**config.mk**
```make
export PLATFORM = sky130hd
export DESIGN_NAME = riscv_v_reduct_ctrl
export DESIGN_NICKNAME = d
export VERILOG_FILES = /design/src/rtl/riscv_v_pkg.sv /design/src/rtl/riscv_v_onehot2idx.sv /design/src/rtl/riscv_v_reduct_ctrl.sv
export SDC_FILE = /design/constraint.sdc
export NUM_CORES = 1
export LEC_CHECK = 0
export ABC_CLOCK_PERIOD_IN_PS = 4200
export CORE_AREA = 2 2 258 260
export CTS_CLUSTER_DIAMETER = 50
export CTS_CLUSTER_SIZE = 40
export DETAILED_ROUTE_END_ITERATION = 7
export DIE_AREA = 0 0 260 262
export PLACE_DENSITY = 0.42
export RECOVER_POWER = 100
export SYNTH_ARGS = -nofsm -noshare
export SYNTH_HDL_FRONTEND = slang
export SYNTH_SLANG_ARGS = --single-unit
```
**constraint.sdc**
```tcl
create_clock -name clk -period 4.2 [get_ports clk]
set_input_delay 0.42 -clock clk [delete_from_list [all_inputs] [get_ports clk]]
set_output_delay 0.42 -clock clk [all_outputs]
set_load 0.01 [all_outputs]
```
**src/rtl/riscv_v_pkg.sv**
```systemverilog
// Shared types and helpers for the vector unit control slice.
package riscv_v_pkg;

  localparam int RISCV_V_DATA_WIDTH       = 128;
  localparam int RISCV_V_NUM_VALID_OSIZES = 5;
  localparam int RISCV_V_PASS_W           = $clog2(RISCV_V_NUM_VALID_OSIZES);

  typedef logic [RISCV_V_NUM_VALID_OSIZES-1:0] osize_vector_t;
  typedef logic [RISCV_V_DATA_WIDTH-1:0]       riscv_v_data_t;

  typedef enum logic [1:0] {
    IDLE,
    ISSUE,
    DONE
  } riscv_v_reduct_state_e;

  // One-hot osize vector with only bit idx set.
  function automatic osize_vector_t osize_onehot(input int idx);
    osize_vector_t v;
    v = '0;
    for (int i = 0; i < RISCV_V_NUM_VALID_OSIZES; i++) begin
      if (i == idx) v[i] = 1'b1;
    end
    return v;
  endfunction

  // Mask of every osize strictly wider than idx.
  function automatic osize_vector_t osize_greater(input int idx);
    osize_vector_t v;
    v = '0;
    for (int i = 0; i < RISCV_V_NUM_VALID_OSIZES; i++) begin
      if (i > idx) v[i] = 1'b1;
    end
    return v;
  endfunction

endpackage

```
**src/rtl/riscv_v_onehot2idx.sv**
```systemverilog
// One-hot osize vector to binary index, with a flag that is set only when
// exactly one bit is set.
module riscv_v_onehot2idx
  import riscv_v_pkg::*;
#(
  parameter int N = RISCV_V_NUM_VALID_OSIZES,
  parameter int W = $clog2(N)
) (
  input  logic [N-1:0] vec_i,
  output logic [W-1:0] idx_o,
  output logic         valid_o
);

  int unsigned ones;

  // OR together the indices of all set bits and count them.
  always_comb begin
    idx_o = '0;
    ones  = 0;
    for (int i = 0; i < N; i++) begin
      if (vec_i[i]) begin
        idx_o = idx_o | W'(i);
        ones  = ones + 1;
      end
    end
    valid_o = (ones == 1);
  end

endmodule

```
**src/rtl/riscv_v_reduct_ctrl.sv**
```systemverilog
// Multi-pass vector reduction sequencer. Folds the operand from the widest
// element size down to the requested SEW, one ALU pass per size step, and
// returns the accumulator on a valid/ready port.
//
//   state | meaning
//   ------+-----------------------------------------------------------
//   IDLE  | waiting for a request, in_ready high
//   ISSUE | running passes; alu_req held until ack, 1-cycle gap between
//   DONE  | result held on out_data until out_ready
module riscv_v_reduct_ctrl
  import riscv_v_pkg::*;
#(
  parameter int NUM_OSIZES = RISCV_V_NUM_VALID_OSIZES,
  parameter int PASS_W     = $clog2(NUM_OSIZES)
) (
  input  logic          clk,
  input  logic          rst,
  input  logic          in_valid,
  output logic          in_ready,
  input  osize_vector_t in_osize,
  input  riscv_v_data_t in_src,
  output logic          alu_req,
  input  logic          alu_ack,
  input  riscv_v_data_t alu_result,
  output riscv_v_data_t src_o,
  output riscv_v_data_t result_o,
  output logic          is_reduct,
  output logic          is_reduct_n,
  output osize_vector_t osize_vector,
  output osize_vector_t is_greater_osize_vector,
  output logic          out_valid,
  input  logic          out_ready,
  output riscv_v_data_t out_data,
  output logic          err
);

  riscv_v_reduct_state_e state_q, state_d;
  logic [PASS_W-1:0]     pass_q, pass_d;
  logic [PASS_W-1:0]     sew_q, sew_d;
  logic                  first_q, first_d;
  riscv_v_data_t         src_q, src_d;
  riscv_v_data_t         acc_q, acc_d;
  logic                  alu_req_q, alu_req_d;
  logic                  err_q, err_d;
  osize_vector_t         osize_q, osize_d;
  osize_vector_t         greater_q, greater_d;
  logic                  is_reduct_q, is_reduct_d;
  logic                  is_reduct_n_q;

  logic [PASS_W-1:0]     sew_idx;
  logic                  osize_ok;

  riscv_v_onehot2idx #(
    .N (NUM_OSIZES),
    .W (PASS_W)
  ) u_onehot2idx (
    .vec_i   (in_osize),
    .idx_o   (sew_idx),
    .valid_o (osize_ok)
  );

  // Next-state, pass counter, accumulator and registered control outputs.
  always_comb begin
    state_d   = state_q;
    pass_d    = pass_q;
    sew_d     = sew_q;
    first_d   = first_q;
    src_d     = src_q;
    acc_d     = acc_q;
    alu_req_d = 1'b0;
    err_d     = 1'b0;
    osize_d   = osize_q;
    greater_d = greater_q;

    unique case (state_q)
      IDLE: begin
        if (in_valid) begin
          src_d  = in_src;
          sew_d  = sew_idx;
          pass_d = PASS_W'(NUM_OSIZES - 2);
          if (!osize_ok) begin
            // Malformed SEW: flag it but still complete with the operand untouched.
            err_d   = 1'b1;
            acc_d   = in_src;
            state_d = DONE;
          end else if (sew_idx == PASS_W'(NUM_OSIZES - 1)) begin
            // Full-width SEW needs no folding.
            acc_d   = in_src;
            state_d = DONE;
          end else begin
            state_d   = ISSUE;
            first_d   = 1'b1;
            alu_req_d = 1'b1;
            osize_d   = osize_onehot(NUM_OSIZES - 2);
            greater_d = osize_greater(NUM_OSIZES - 2);
          end
        end
      end
      ISSUE: begin
        if (!alu_req_q) begin
          // Gap cycle after a pass: re-raise the request for the next one.
          alu_req_d = 1'b1;
        end else if (alu_ack) begin
          acc_d   = alu_result;
          first_d = 1'b0;
          if (pass_q == sew_q) begin
            state_d   = DONE;
            osize_d   = '0;
            greater_d = '0;
          end else begin
            pass_d    = pass_q - PASS_W'(1);
            osize_d   = osize_onehot(int'(pass_q) - 1);
            greater_d = osize_greater(int'(pass_q) - 1);
          end
        end else begin
          alu_req_d = 1'b1;
        end
      end
      DONE: begin
        if (out_ready) state_d = IDLE;
      end
      default: state_d = IDLE;
    endcase

    is_reduct_d = (state_d == ISSUE) && !first_d;
  end

  // State and datapath registers with synchronous reset.
  always_ff @(posedge clk) begin
    if (rst) begin
      state_q       <= IDLE;
      pass_q        <= '0;
      sew_q         <= '0;
      first_q       <= 1'b0;
      src_q         <= '0;
      acc_q         <= '0;
      alu_req_q     <= 1'b0;
      err_q         <= 1'b0;
      osize_q       <= '0;
      greater_q     <= '0;
      is_reduct_q   <= 1'b0;
      is_reduct_n_q <= 1'b1;
    end else begin
      state_q       <= state_d;
      pass_q        <= pass_d;
      sew_q         <= sew_d;
      first_q       <= first_d;
      src_q         <= src_d;
      acc_q         <= acc_d;
      alu_req_q     <= alu_req_d;
      err_q         <= err_d;
      osize_q       <= osize_d;
      greater_q     <= greater_d;
      is_reduct_q   <= is_reduct_d;
      is_reduct_n_q <= ~is_reduct_d;
    end
  end

  assign in_ready                = (state_q == IDLE);
  assign out_valid               = (state_q == DONE);
  assign out_data                = acc_q;
  assign result_o                = acc_q;
  assign src_o                   = src_q;
  assign alu_req                 = alu_req_q;
  assign err                     = err_q;
  assign osize_vector            = osize_q;
  assign is_greater_osize_vector = greater_q;
  assign is_reduct               = is_reduct_q;
  assign is_reduct_n             = is_reduct_n_q;

endmodule

```
==> metrics, run 1 <==
status finished with violations; violated checks max-capacitance violations, max-slew violations; final setup TNS 0 ps; total nets after synthesis approximately 1900; Iteration-0 DRC Markers 775; Max IR drop VDD 0.280 mV; most frequently used flop master after synthesis dfxtp_1; worst hold margin 248 ps; Clock Sinks around 280; clock transition at the registers of the reported paths around 50 ps; average footprint of a synthesized cell 8.23 um^2; arrival time reported for the critical path endpoint 4220 ps; combined buffer and inverter count along the critical path 3; Lkg Pwr 10.0 nW; post-placement setup slack 195 ps; number of CTS-inserted buffers 52; post-detailed-route count of antenna-violating nets 0; max-cap violation count 3; global-route usage over all layers ~18%; clock tree from TritonCTS done; drt via density 4.53; via count of the first global-routing pass between 10000 and 15000; depth of the CTS H-tree 2; post-detail-place hpwl ~45000 um; endpoint of the most critical register-to-register path src_o[119]; post-layout min period 3690 ps; Resized cells post-CTS 0; largest net degree at the start of global routing 84; Rows 94; hold worst-path end src_o[67]; family with the most delay on the worst path buffers and inverters; number of warnings issued by yosys 0; kind of start point of the critical path input pin; number of instances on the worst hold path 2; drt total wl between 60000 and 70000 um; combinational family with the most area after synthesis compound AO/OA/AOI/OAI gates; Critical Path End Type flip-flop; Netlist cell types 47; register-to-register setup slack 770 ps; maximum number of buffers from clock root to sink 3; largest fanout on the critical path 59; final number of setup-violating endpoints 0; Synth Cell Area around 0.013 mm^2; number of max-slew violations in the final report 167; Worst R2R Path Depth 5; Die Outline Area 0.0681 mm^2; top-level I/O count 666; post-route fraction of the period consumed by the critical path between 80 and 90%; Worst R2R Start state_q[1]; post-CTS repair timing setup buffer count 0; antenna violations before repair 8; horizontal extent of the die ~260 um; most used cells in the layout excluding fill and tap cells nand2_1, dlygate4sd3_1, dfxtp_1; achievable frequency 0.271 GHz; Placed Cells between 2000 and 3000; Worst Max-Slew Pin Slew approximately 2200 ps; global placer's final weighted congestion ~0.8; RSZ-0062 raised after global routing false; worst path cell trace dlygate4sd3_1 -> inv_1 -> ha_1 -> xor2_1 -> ha_1 -> mux2_2 -> ha_1 -> xor3_1 -> o32a_2 -> o21a_2 -> buf_12 -> o211a_1; share of the synthesized area in compound gates (AO/OA/AOI/OAI) 24.9%; post-synthesis mux area share less than 1%; final total power ~11 mW; TritonRoute pass-1 iters 5; effective utilization at floorplan between 20% and 30%; Die Span Y about 260 um; Data required, critical path 4720 ps; final setup slack of the worst path between 500 and 600 ps; most common library cell in the layout ignoring fill and taps nand2_1; area grow syn2layout 64.3%; hold violation total from the final report 0; share of post-route cells with drive strength above 1 approximately 6.0%; kind of path behind the tightest hold check in2reg; sequential-to-total area share from yosys stat a little over two fifths; number of instances in the synthesized netlist 1591; count of port buffers added during placement approximately 670; number of nets in the layout around 2300; category of the most critical setup path in2reg; Congestion Overflow GR 0; synthesis-stage register bit count 279; fraction of the mapped netlist area in simple logic gates about 17%; standard cell with the maximum stage delay on the critical path dlygate4sd3_1; final clock skew around 13 ps; DR DRC count 0; post-cts hold buffer count 0; root buf cell clkbuf_16; final routed wire length divided by cell count between 20 and 25 um; post-synthesis share of cell area spent on xor and xnor gates less than 1%; Core Footprint ~0.065 mm^2; layout filler cell count 6814; non-filler instance count after layout ~3000; Critical Path Most Common Cell ha_1; number of flops mapped to enable cells by yosys 0; fraction of synthesis flops using an asynchronous set or reset pin 0%; first-pass GRT wire length between 90000 and 100000 um; Hold Startpoint rst; vias approximately 13000; clock latency reported for the late side of the worst-skew pair a little under 600 ps; total power divided by cell area around 500 mW/mm^2; Post-Synth Adder-Cell Area less than 1%; worst-case headroom to the max-slew limit -44.0%; worst stage delay on the critical path 630 ps
-- metrics by stage --
| step | area [um^2] | util, % |
|---|---|---|
| after global routing | 21500 | 32.9 |
| after detailed placement | 19600 | 30.0 |
| after floorplan | 13100 | - |
| after CTS | 21500 | 33.0 |
| final | 21500 | 32.9 |
| after global placement | 19600 | 30.0 |
-- power breakdown --
part	total [mW]	internal (mW)	switching, mW
combinational	2.82	1.32	1.50
sequential	3.28	2.98	0.292
clock	4.73	3.18	1.54
-- cells by family after synthesis --
kind of cell | after synthesis
and+or+nand+nor | 579
AOI/OAI and AO/OA | 418
buffers and inverters | 289
DFF | 279
muxes | 11
adders and majority gates | 8
xor gates and xnor gates | 7
-- layer usage --
metal	routed length [um]	GRT usage, %
met5	10	0
met4	1550	5.59
met3	4960	5.51
met2	33000	32.0
met1	25600	21.0
-- how the worst max path moves through the flow --
stage,from,to,slack (ps),depth (start not counted)
global placement,in_osize[0],out_data[117],200,12
detailed placement,in_osize[0],out_data[46],200,12
global route,in_osize[0],out_data[46],370,12
CTS,in_osize[0],out_data[46],810,12
floorplan,in_osize[0],out_data[47],1070,12
finish,in_osize[0],out_data[40],510,12
-- flip-flops by register name, summed over array words and instances, names as in the netlist --
signal,flops
src_o,128
is_greater_osize_vector,5
alu_req,1
state_q,2
osize_vector,5
is_reduct,1
err,1
first_q,1
pass_q,3
out_data,128
sew_q,3
is_reduct_n,1
-- area by class of cell --
class | instances | area [um^2] | share of cell area [%]
multi-input cells | 1023 | 5870 | 27.3
diodes | 6 | 15.0 | 0.0698
clock inverters | 30 | 492 | 2.29
well taps | 864 | 1080 | 5.03
inverters | 9 | 36.3 | 0.169
flip-flops and latches | 279 | 5590 | 26.0
repair buffers | 692 | 6970 | 32.4
clock buffers | 66 | 1460 | 6.77
-- cells in the mapped netlist, types with 8 or more instances --
master	count	area (um^2)
buf_2	16	80.1
o21ai_0	8	40.0
o211a_1	129	1290
nand2_1	533	2000
nor3_1	9	45.0
dfxtp_1	279	5590
buf_4	139	1040
ha_1	8	100
a21oi_1	139	696
clkbuf_1	118	443
nor2_1	10	37.5
o2111ai_1	128	1120
inv_1	8	30.0
mux2i_1	9	90.1
(Power assumes the default switching activity.)
==> run 2: changes to the inputs <==
- ABC_CLOCK_PERIOD_IN_PS: 4200 -> 3600
- CORE_AREA: 2 2 258 260 -> 4 4 260 262
- DIE_AREA: 0 0 260 262 -> 0 0 264 266
- clock period: 4.2 -> 3.6 ns (I/O delays scaled with it)
==> run 2 against run 1 <==
  * The run still ends with max-capacitance violations, max-slew violations left
  * Non-clock buffer count is 19 higher
  * Setup slack worse by 270 ps
  * Via count is 0.56% higher
  * Core utilization is 0.17 points higher
  * Die area is 3.1% higher
  * Clock power is 11% higher
  * Critical path depth is 1 higher
  * Flip-flop and latch count stayed put
  * Global-route usage is 0.35 points lower
  * Cell area is 0.69% higher
==> metrics, run 2 (same netlist as run 1, synthesis figures left out) <==
Congestion Overflow GR 0 (unchanged); number of nets in the layout 2348 (+0.73%); drt total wl 66100 um (+1.5%); horizontal extent of the die 264 um (+1.5%); Critical path origin in_osize[0]; switching power 3.93 mW (+18%); family with the most delay on the worst path buffers and inverters; sequential cell fraction of total power 30.6% (+0.3 points); violated checks max-capacitance violations, max-slew violations; TritonRoute pass-1 iters 5 (unchanged); largest fanout on the critical path 27 (-54%); total power divided by cell area 577 mW/mm^2 (+15%); category of the most critical setup path in2reg; post-detailed-route count of antenna-violating nets 0 (unchanged); worst hold margin 165 ps (-83.3 ps); Data required, critical path 4050 ps (-670 ps); area grow syn2layout 65.5%; met3 capacity usage during global routing 5.18% (-0.33 points); top-level I/O count 666 (unchanged); fraction of power spent switching nets 31.5% (+0.67 points); post-CTS repair timing setup buffer count 0 (unchanged); effective utilization at floorplan 20.0% (-0.036 points); post-detail-place hpwl 46700 um (+3.0%); largest net degree at the start of global routing 133 (+58%); internal power component 8.56 mW (+14%); worst path cell trace dlygate4sd3_1 -> inv_1 -> ha_1 -> xor2_1 -> ha_1 -> mux2_2 -> ha_1 -> xor3_1 -> o32a_2 -> buf_12 -> clkbuf_1 -> o2111ai_1 -> o211a_1; post-layout min period around 3400 ps; Die Span Y 266 um (+1.5%); global-route usage over all layers 17.8% (-0.35 points); Clock Sinks 279 (unchanged); Core Footprint 0.0654 mm^2 (+0.18%); number of CTS-inserted buffers 50 (-3.8%); via count of the first global-routing pass 13900 (+3.6%); worst-case headroom to the max-slew limit -25.0% (+19 points); arrival time reported for the critical path endpoint 3810 ps (-410 ps); drt via density 4.53 (about the same); proportion of power drawn by the clock network 42.1% (-1.6 points); hold violation total from the final report 0 (unchanged); Hold Startpoint rst; post-route fraction of the period consumed by the critical path approximately 93%; antenna violations before repair 10 (+2); layout filler cell count 6901 (+1.3%); Rows 94 (unchanged); status finished with violations; Iteration-0 DRC Markers 659 (-15%); worst stage delay on the critical path 580 ps (-50 ps); global placer's final weighted congestion 0.799 (-1.6%); Lkg Pwr 10.1 nW (+0.89%); Max IR drop VDD 0.307 mV (+9.4%); most used cells in the layout excluding fill and tap cells nand2_1, dlygate4sd3_1, dfxtp_1; final routed wire length divided by cell count 22.1 um (+0.93%); final number of setup-violating endpoints 0 (unchanged); post-placement setup slack -155 ps (-350 ps); achievable frequency around 0.30 GHz; most common library cell in the layout ignoring fill and taps nand2_1; Critical Path Most Common Cell ha_1; depth of the CTS H-tree 2 (unchanged); final clock skew 12.5 ps (-0.546 ps); met2 Track Usage GR 30.7% (-1.3 points); Die Outline Area 0.0702 mm^2 (+3.1%); met1 usage 21.3% (+0.32 points); vias 13500 (+0.56%); maximum number of buffers from clock root to sink 3 (unchanged); final setup slack of the worst path 242 ps (-265 ps); Resized cells post-CTS 0 (unchanged); standard cell with the maximum stage delay on the critical path dlygate4sd3_1; clock transition at the registers of the reported paths 50 ps (about the same); clock tree from TritonCTS done; first-pass GRT wire length 95600 um (+3.7%); root buf cell clkbuf_16; part of the power in combinational logic 27.3% (+1.3 points); post-cts hold buffer count 0 (unchanged); share of post-route cells with drive strength above 1 6.81% (+0.86 points); Worst R2R Start state_q[1]; RSZ-0062 raised after global routing false; Worst Max-Slew Pin Slew 1870 ps (-282 ps); count of port buffers added during placement 665 (unchanged); number of max-slew violations in the final report 133 (-20%); DR DRC count 0 (unchanged); max-cap violation count 1 (-2); combined buffer and inverter count along the critical path 4 (+1); clock latency reported for the late side of the worst-skew pair 570 ps (-20 ps); kind of start point of the critical path input pin; Critical Path End Type flip-flop; kind of path behind the tightest hold check in2reg; busiest metal layer after global routing met2
## run 2: cell count changes in the layout (fill, tap and decap cells not counted), moves of 3 or more
| cell | previous run | this run |
|---|---|---|
| buf_12 | 10 | 17 |
| clkbuf_16 | 54 | 51 |
| buf_4 | 13 | 20 |
| clkinv_4 | 1 | 6 |
| diode_2 | 6 | 9 |
| clkbuf_4 | 0 | 3 |
| clkbuf_1 | 9 | 5 |
## run 2: worst reg2reg max path, delay by kind of cell (launching register included)
family	cells	cell delay, ps
AOI/OAI and AO/OA	1	200
buffers and inverters	1	1060
DFF	1	390
and+or+nand+nor	3	1100
## run 2: power groups by stage
| stage | combinational (mW) | sequential (mW) | clock [mW] |
|---|---|---|---|
| after global routing | 3.67 | 3.87 | 5.54 |
| after global placement | 3.69 | 3.91 | 0 |
| final | 3.41 | 3.82 | 5.26 |
| after detailed placement | 3.69 | 3.92 | 0 |
| after CTS | 3.71 | 3.86 | 5.41 |
| after floorplan | 1.65 | 3.94 | 0 |
## run 2: final cells by class
| type | instances | area (um^2) | area share (%) |
|---|---|---|---|
| Multi-Input combinational cell | 1023 | 5880 | 27.1 |
| Inverter | 9 | 38.8 | 0.179 |
| Clock inverter | 32 | 470 | 2.17 |
| Timing Repair Buffer | 711 | 7210 | 33.3 |
| Antenna cell | 9 | 22.5 | 0.104 |
| Tap cell | 864 | 1080 | 4.99 |
| Sequential cell | 279 | 5590 | 25.8 |
| Clock buffer | 60 | 1370 | 6.33 |
## run 2: per-stage QoR
step / cell area (um^2) / total power, mW / setup TNS [ps] / std cells / utilization (%)
after floorplan: 13100 / 5.59 / 0 / 1591 / -
after global placement: 19900 / 7.60 / -15260 / 2886 / 30.4
after detailed placement: 19900 / 7.61 / -14670 / 2886 / 30.4
after CTS: 21700 / 13.0 / 0 / 2978 / 33.2
after global routing: 21700 / 13.1 / 0 / 2986 / 33.1
final: 21700 / 12.5 / 0 / 2987 / 33.1
## run 2: layer usage
metal	part of all wire, %	vias to the layer above
met5	0.020	-
met4	2.9	2
met3	6.9	100
met2	50	506
met1	40	6471
li1	-	6446
## run 2: worst paths after layout
check,end,slack (ps),depth (start not counted)
setup reg to reg,src_o[1],780,5
setup / recovery,out_data[63],240,13
hold / removal,pass_q[0],160,2
hold reg to reg,src_o[102],450,2
